File: src/rtl/fp_vq_pkg.sv
// Shared constants and state encodings for the Q16.16 codebook search controller.
package fp_vq_pkg;
  localparam int N_DEF = 32;
  localparam int Q_DEF = 16;

  localparam logic [31:0] FP_MAXPOS = 32'h7FFFFFFF;
  localparam logic [31:0] FP_ONE    = 32'h00010000;

  localparam logic [2:0] ST_IDLE  = 3'd0;
  localparam logic [2:0] ST_FETCH = 3'd1;
  localparam logic [2:0] ST_LOAD  = 3'd2;
  localparam logic [2:0] ST_DIFF  = 3'd3;
  localparam logic [2:0] ST_SQR   = 3'd4;
  localparam logic [2:0] ST_CMP   = 3'd5;
  localparam logic [2:0] ST_DONE  = 3'd6;

  typedef enum logic [2:0] {
    S_IDLE  = ST_IDLE,
    S_FETCH = ST_FETCH,
    S_LOAD  = ST_LOAD,
    S_DIFF  = ST_DIFF,
    S_SQR   = ST_SQR,
    S_CMP   = ST_CMP,
    S_DONE  = ST_DONE
  } state_t;
endpackage

File: src/rtl/fp_sq_err.sv
// Squared error d*d with clamp to the largest positive value once |d| >= 256.0.
module fp_sq_err
  import fp_vq_pkg::*;
#(
  parameter int N = N_DEF,
  parameter int Q = Q_DEF
) (
  input  logic [N-1:0] d,
  output logic [N-1:0] sq
);
  logic [N-1:0] prod;
  logic         sat;
  logic         unused_sign;

  qmult #(.N(N), .Q(Q)) u_mult (.a(d), .b(d), .r(prod));

  // Any integer magnitude bit at or above 2^8 means the square no longer fits.
  assign sat         = |d[N-2:Q+8];
  // The sign bit is forced clear so -0 can never reach the comparator.
  assign sq          = sat ? {1'b0, {(N-1){1'b1}}} : {1'b0, prod[N-2:0]};
  assign unused_sign = prod[N-1];
endmodule

File: src/rtl/fplessthan.sv
// Sign-magnitude less-than comparator.
module fplessthan
  import fp_vq_pkg::*;
#(
  parameter int N = N_DEF
) (
  input  logic [N-1:0] a,
  input  logic [N-1:0] b,
  output logic         lt
);
  // Opposite signs: the negative one is smaller; negatives order by reversed magnitude.
  always_comb begin
    if (a[N-1] != b[N-1]) begin
      lt = a[N-1];
    end else if (a[N-1]) begin
      lt = a[N-2:0] > b[N-2:0];
    end else begin
      lt = a[N-2:0] < b[N-2:0];
    end
  end
endmodule

File: src/rtl/qadd.sv
// Sign-magnitude fixed-point adder (magnitude wraps; no saturation).
module qadd
  import fp_vq_pkg::*;
#(
  parameter int N = N_DEF
) (
  input  logic [N-1:0] a,
  input  logic [N-1:0] b,
  output logic [N-1:0] c
);
  // Same signs add magnitudes; opposite signs subtract the smaller from the larger.
  always_comb begin
    if (a[N-1] == b[N-1]) begin
      c = {a[N-1], a[N-2:0] + b[N-2:0]};
    end else if (a[N-2:0] > b[N-2:0]) begin
      c = {a[N-1], a[N-2:0] - b[N-2:0]};
    end else begin
      c = {b[N-1], b[N-2:0] - a[N-2:0]};
    end
  end
endmodule

File: src/rtl/qmult.sv
// Sign-magnitude fixed-point multiplier; keeps magnitude bits [N-2+Q:Q] of the product.
module qmult
  import fp_vq_pkg::*;
#(
  parameter int N = N_DEF,
  parameter int Q = Q_DEF
) (
  input  logic [N-1:0] a,
  input  logic [N-1:0] b,
  output logic [N-1:0] r
);
  logic [2*N-3:0] prod;
  logic           unused_prod;

  assign prod        = {{(N-1){1'b0}}, a[N-2:0]} * {{(N-1){1'b0}}, b[N-2:0]};
  assign r           = {a[N-1] ^ b[N-1], prod[N-2+Q:Q]};
  assign unused_prod = ^{prod[2*N-3:N-1+Q], prod[Q-1:0]};
endmodule

File: src/rtl/fp_vq_search_ctrl.sv
// Nearest-codeword search: walks the codebook ROM, five cycles per entry, on one shared datapath.
module fp_vq_search_ctrl
  import fp_vq_pkg::*;
#(
  parameter int N       = N_DEF,
  parameter int Q       = Q_DEF,
  parameter int ENTRIES = 32,
  parameter int ADDR_W  = 5
) (
  input  logic              clk,
  input  logic              rst,
  input  logic              start,
  input  logic [N-1:0]      target,
  output logic [ADDR_W-1:0] rom_addr,
  input  logic [N-1:0]      rom_data,
  output logic              busy,
  output logic              done,
  output logic [ADDR_W-1:0] best_index,
  output logic [N-1:0]      best_err
);
  localparam logic [ADDR_W-1:0] LAST = ADDR_W'(ENTRIES - 1);

  state_t              state_q, state_d;
  logic [ADDR_W-1:0]   i_q, i_d;
  logic [ADDR_W-1:0]   rom_addr_q, rom_addr_d;
  logic [ADDR_W-1:0]   best_index_q, best_index_d;
  logic [N-1:0]        target_q, target_d;
  logic [N-1:0]        cand_q, cand_d;
  logic [N-1:0]        d_q, d_d;
  logic [N-1:0]        sq_q, sq_d;
  logic [N-1:0]        best_err_q, best_err_d;
  logic                busy_q, busy_d;
  logic                done_q, done_d;
  logic [N-1:0]        diff_w;
  logic [N-1:0]        sq_w;
  logic                lt_w;

  qadd       #(.N(N))        u_add (.a(target_q), .b({~cand_q[N-1], cand_q[N-2:0]}), .c(diff_w));
  fp_sq_err  #(.N(N), .Q(Q)) u_sq  (.d(d_q), .sq(sq_w));
  fplessthan #(.N(N))        u_lt  (.a(sq_q), .b(best_err_q), .lt(lt_w));

  assign rom_addr   = rom_addr_q;
  assign busy       = busy_q;
  assign done       = done_q;
  assign best_index = best_index_q;
  assign best_err   = best_err_q;

  // State and datapath registers; reset aborts any search in flight.
  always_ff @(posedge clk or negedge rst) begin
    if (!rst) begin
      state_q      <= S_IDLE;
      i_q          <= '0;
      rom_addr_q   <= '0;
      best_index_q <= '0;
      target_q     <= '0;
      cand_q       <= '0;
      d_q          <= '0;
      sq_q         <= '0;
      best_err_q   <= '0;
      busy_q       <= 1'b0;
      done_q       <= 1'b0;
    end else begin
      state_q      <= state_d;
      i_q          <= i_d;
      rom_addr_q   <= rom_addr_d;
      best_index_q <= best_index_d;
      target_q     <= target_d;
      cand_q       <= cand_d;
      d_q          <= d_d;
      sq_q         <= sq_d;
      best_err_q   <= best_err_d;
      busy_q       <= busy_d;
      done_q       <= done_d;
    end
  end

  // Next-state logic: the address is loaded on entry to FETCH so it is stable there and held after.
  always_comb begin
    state_d      = state_q;
    i_d          = i_q;
    rom_addr_d   = rom_addr_q;
    best_index_d = best_index_q;
    target_d     = target_q;
    cand_d       = cand_q;
    d_d          = d_q;
    sq_d         = sq_q;
    best_err_d   = best_err_q;
    busy_d       = busy_q;
    done_d       = 1'b0;
    case (state_q)
      S_IDLE: begin
        if (start) begin
          target_d   = target;
          i_d        = '0;
          rom_addr_d = '0;
          busy_d     = 1'b1;
          state_d    = S_FETCH;
        end
      end
      S_FETCH: state_d = S_LOAD;
      S_LOAD: begin
        cand_d  = rom_data;
        state_d = S_DIFF;
      end
      S_DIFF: begin
        d_d     = diff_w;
        state_d = S_SQR;
      end
      S_SQR: begin
        sq_d    = sq_w;
        state_d = S_CMP;
      end
      S_CMP: begin
        // Strict less-than keeps the lowest index on a tie.
        if (i_q == '0 || lt_w) begin
          best_err_d   = sq_q;
          best_index_d = i_q;
        end
        if (i_q == LAST) begin
          busy_d  = 1'b0;
          done_d  = 1'b1;
          state_d = S_DONE;
        end else begin
          i_d        = i_q + ADDR_W'(1);
          rom_addr_d = i_q + ADDR_W'(1);
          state_d    = S_FETCH;
        end
      end
      S_DONE:  state_d = S_IDLE;
      default: state_d = S_IDLE;
    endcase
  end
endmodule

File: config.mk
export PLATFORM = sky130hd
export DESIGN_NAME = fp_vq_search_ctrl
export DESIGN_NICKNAME = d
export VERILOG_FILES = /design/src/rtl/fp_vq_pkg.sv /design/src/rtl/fp_sq_err.sv /design/src/rtl/fplessthan.sv /design/src/rtl/qadd.sv /design/src/rtl/qmult.sv /design/src/rtl/fp_vq_search_ctrl.sv
export SDC_FILE = /design/constraint.sdc
export NUM_CORES = 2
export LEC_CHECK = 0
export CORE_ASPECT_RATIO = 1.25
export CORE_MARGIN = 3
export CORE_UTILIZATION = 65
export CTS_CLUSTER_SIZE = 20
export DETAILED_ROUTE_END_ITERATION = 7
export PLACE_DENSITY = 0.95
export SLEW_MARGIN = 20
export SYNTH_ARGS = -nofsm -noshare
export SYNTH_HDL_FRONTEND = slang
export SYNTH_SLANG_ARGS = --single-unit
File: constraint.sdc
create_clock -name clk -period 9.76 [get_ports clk]
set_input_delay 2.928 -clock clk [delete_from_list [all_inputs] [get_ports clk]]
set_output_delay 2.928 -clock clk [all_outputs]
set_load 0.005 [all_outputs]
==> out/results.ini <==
[status]
status=finished, final reports clean

[cells_and_area]
nets=4814
final_common_cell=inv_1
area_growth_pct=6.62
nFillCells=3303
layout-drive-gt1-share=0.0394
final_cell_mix=inv_1, fa_1, nand2_1

[synthesis]
syn_nets=4793
avgSynthCellArea_um2=9.16
ys_warn_count=0
synthFlopType=dfrtp_1
postSynthCellCount=3749
synth-seq-cells=172
netlist-cell-type-count=79
mappedNetlistArea_um2=34300
synth-edff-count=0
ys_seq_area_frac=0.125
async_reset_ff_frac=1.00

[run]
maxCapViolCount=0

[setup_path]
reg2reg_from=d_q[8]
crit_path_start=d_q[8]
cp-end-kind=flop
r2r-end=sq_q[27]
crit_path_frequent_cell=fa_1
r2r_slack_ns=0.84
path_depth=23
required_ns=10.11
crit_slowest_cell=dfrtp_1
critPathMaxStageDelay_ns=1.12
r2r_cells=23
startpoint_type=flop
critPathMaxFanout=29
crit_path_end=sq_q[27]
critPathBufInv=3
path_class=flop to flop
path_delay_family=adder cells
arrival_ns=9.27
path_cells=inv_1, nor2_1, fa_1, fa_1, inv_1, fa_1, fa_1, inv_1, fa_1, fa_1, fa_1, fa_1, ha_1, and4_1, nand4_1, a21oi_1, o21ai_0, a21oi_1, a21oi_1, o21ai_0, a21oi_1, xor2_1, a21oi_1

[routing]
ant_nets=0
postRouteWirelength_um=103000
dr_total_vias=27700
first_iter_violations=2915
drc=0
via_per_inst=6.23
dr.pass1.iters=8
wl_per_cell_um=23.1

[place]
dp_hpwl_um=79200
gp_congestion=1.04
io_buffers=109

[global_routing]
grt_max_degree=71
grt_pass1_wl_um=162000
antenna_found_initial=9
grt-ovfl-total=0
gr-usage-all-layers=0.378
grt_pass1_vias=31300

[clock_tree]
tritoncts=built
ctsHoldBuffers=0
cts.clk_slew.worst_paths_ns=0.08
clockRootBuffer=clkbuf_16
post_cts_resized=0
postCtsSetupBuffers=0
clk_path_buf_depth=2
numCtsBuffers=17
clock_latency_ns=0.48
cts.sinks=172
h-tree-depth=4

[timing]
fin_crit_sh=0.914
tightest_slew_ns=1.20
fin_tns_setup_ns=0
fin_crit_ns=8.92
finClkSkew_ns=0.0252
relSlewSlack=0.202
slew_viol_final=0
setup_viol=0
rsz0062_at_grt=no
hold_violations=0
fmax_mhz=112

[floorplan]
ios=111
num_rows=93
die_h_um=263
die-area_um2=55600
die_w_um=212
initial_core_util=0.662
core_area_um2=51900

[min_path]
worstHoldStart=busy
hold_path_class=flop to flop

[worst register-to-register path: cells and delay by family (launching register included)]
family / cells / cell delay [ns]
AOI/OAI and AO/OA: 7 / 1.53
adders and majority gates: 9 / 4.62
DFF: 1 / 1.12
xor gates and xnor gates: 1 / 0.21
and+or+nand+nor: 3 / 0.80
buffers and inverters: 3 / 0.50
[synthesized netlist by cell type (8+ instances only)]
library cell / n / area, um^2
nand3_1: 20 / 100
inv_1: 940 / 3530
and2_1: 162 / 1010
xnor2_1: 62 / 543
o21a_1: 15 / 113
mux2_2: 40 / 450
nor4_1: 8 / 50.1
buf_2: 13 / 65.1
dfrtp_1: 172 / 4300
nor2b_1: 21 / 131
nand2_1: 390 / 1460
and3_1: 9 / 56.3
clkbuf_1: 115 / 432
ha_1: 311 / 3890
a31oi_1: 25 / 156
nor3_1: 25 / 125
nand2b_1: 23 / 144
a211oi_1: 13 / 97.6
a21oi_1: 148 / 741
mux2i_1: 12 / 120
nor2_1: 117 / 439
xor2_1: 29 / 254
o21ai_0: 166 / 831
o21bai_1: 23 / 173
buf_4: 13 / 97.6
a21o_1: 44 / 330
fa_1: 666 / 13300
or3_1: 9 / 56.3
nand4_1: 18 / 113
[stage by stage]
stage               hold slack (ns)  utilization  std cells  area [um^2]  setup slack, ns
global route                  0.527        0.705       4448        36600            0.655
floorplan                     0.474            -       3749        34300             2.39
global placement              0.484        0.693       4415        36000             1.67
detailed placement            0.490        0.693       4415        36000             1.19
finish                        0.504        0.705       4449        36600            0.841
CTS                           0.508        0.705       4447        36600             1.15
[worst min path at each step]
stage                     endpoint  depth (start not counted)
after floorplan               busy                          1
after CTS                     busy                          1
final                         busy                          1
after detailed placement      busy                          1
after global placement        busy                          1
after global routing          busy                          1
[final cells by class]
type | count | area (um^2) | area share
inverter | 941 | 3530 | 0.0965
multi-input combinational | 2486 | 25900 | 0.707
clock buffer | 18 | 439 | 0.0120
timing repair buffer | 152 | 1440 | 0.0392
antenna | 1 | 2.50 | 0.0000684
sequential | 172 | 4300 | 0.118
tap | 665 | 832 | 0.0227
clock inverter | 14 | 169 | 0.00461
[routing by layer]
metal,global-route usage,up-vias,share of wire
li1,-,11500,-
met5,0,-,0.0011
met3,0.110,898,0.10
met1,0.385,13400,0.30
met2,0.626,1884,0.48
met4,0.333,16,0.12
[cells by family (layout without fill, tap and decap cells)]
kind of cell    Yosys count  in the layout  synth area share
xor+xnor                 91             91            0.0232
fa+ha+maj               977            977             0.502
mux                      52             52            0.0166
other cells               1              2          0.000109
simple gates            834            834             0.116
compound gates          531            531            0.0957
buf+inv                1091           1125             0.122
flops                   172            172             0.125
[state kept, by name, summed over array words and instances (netlist names)]
| signal | flops |
|---|---|
| busy | 1 |
| d_q | 31 |
| sq_q | 31 |
| state_q | 3 |
| best_index | 5 |
| rom_addr | 5 |
| target_q | 32 |
| done | 1 |
| best_err | 31 |
| cand_q | 32 |
Power is left out: the tool's default activity adds up to more than one toggle a clock period on the data nets, which glitch-free logic cannot reach.
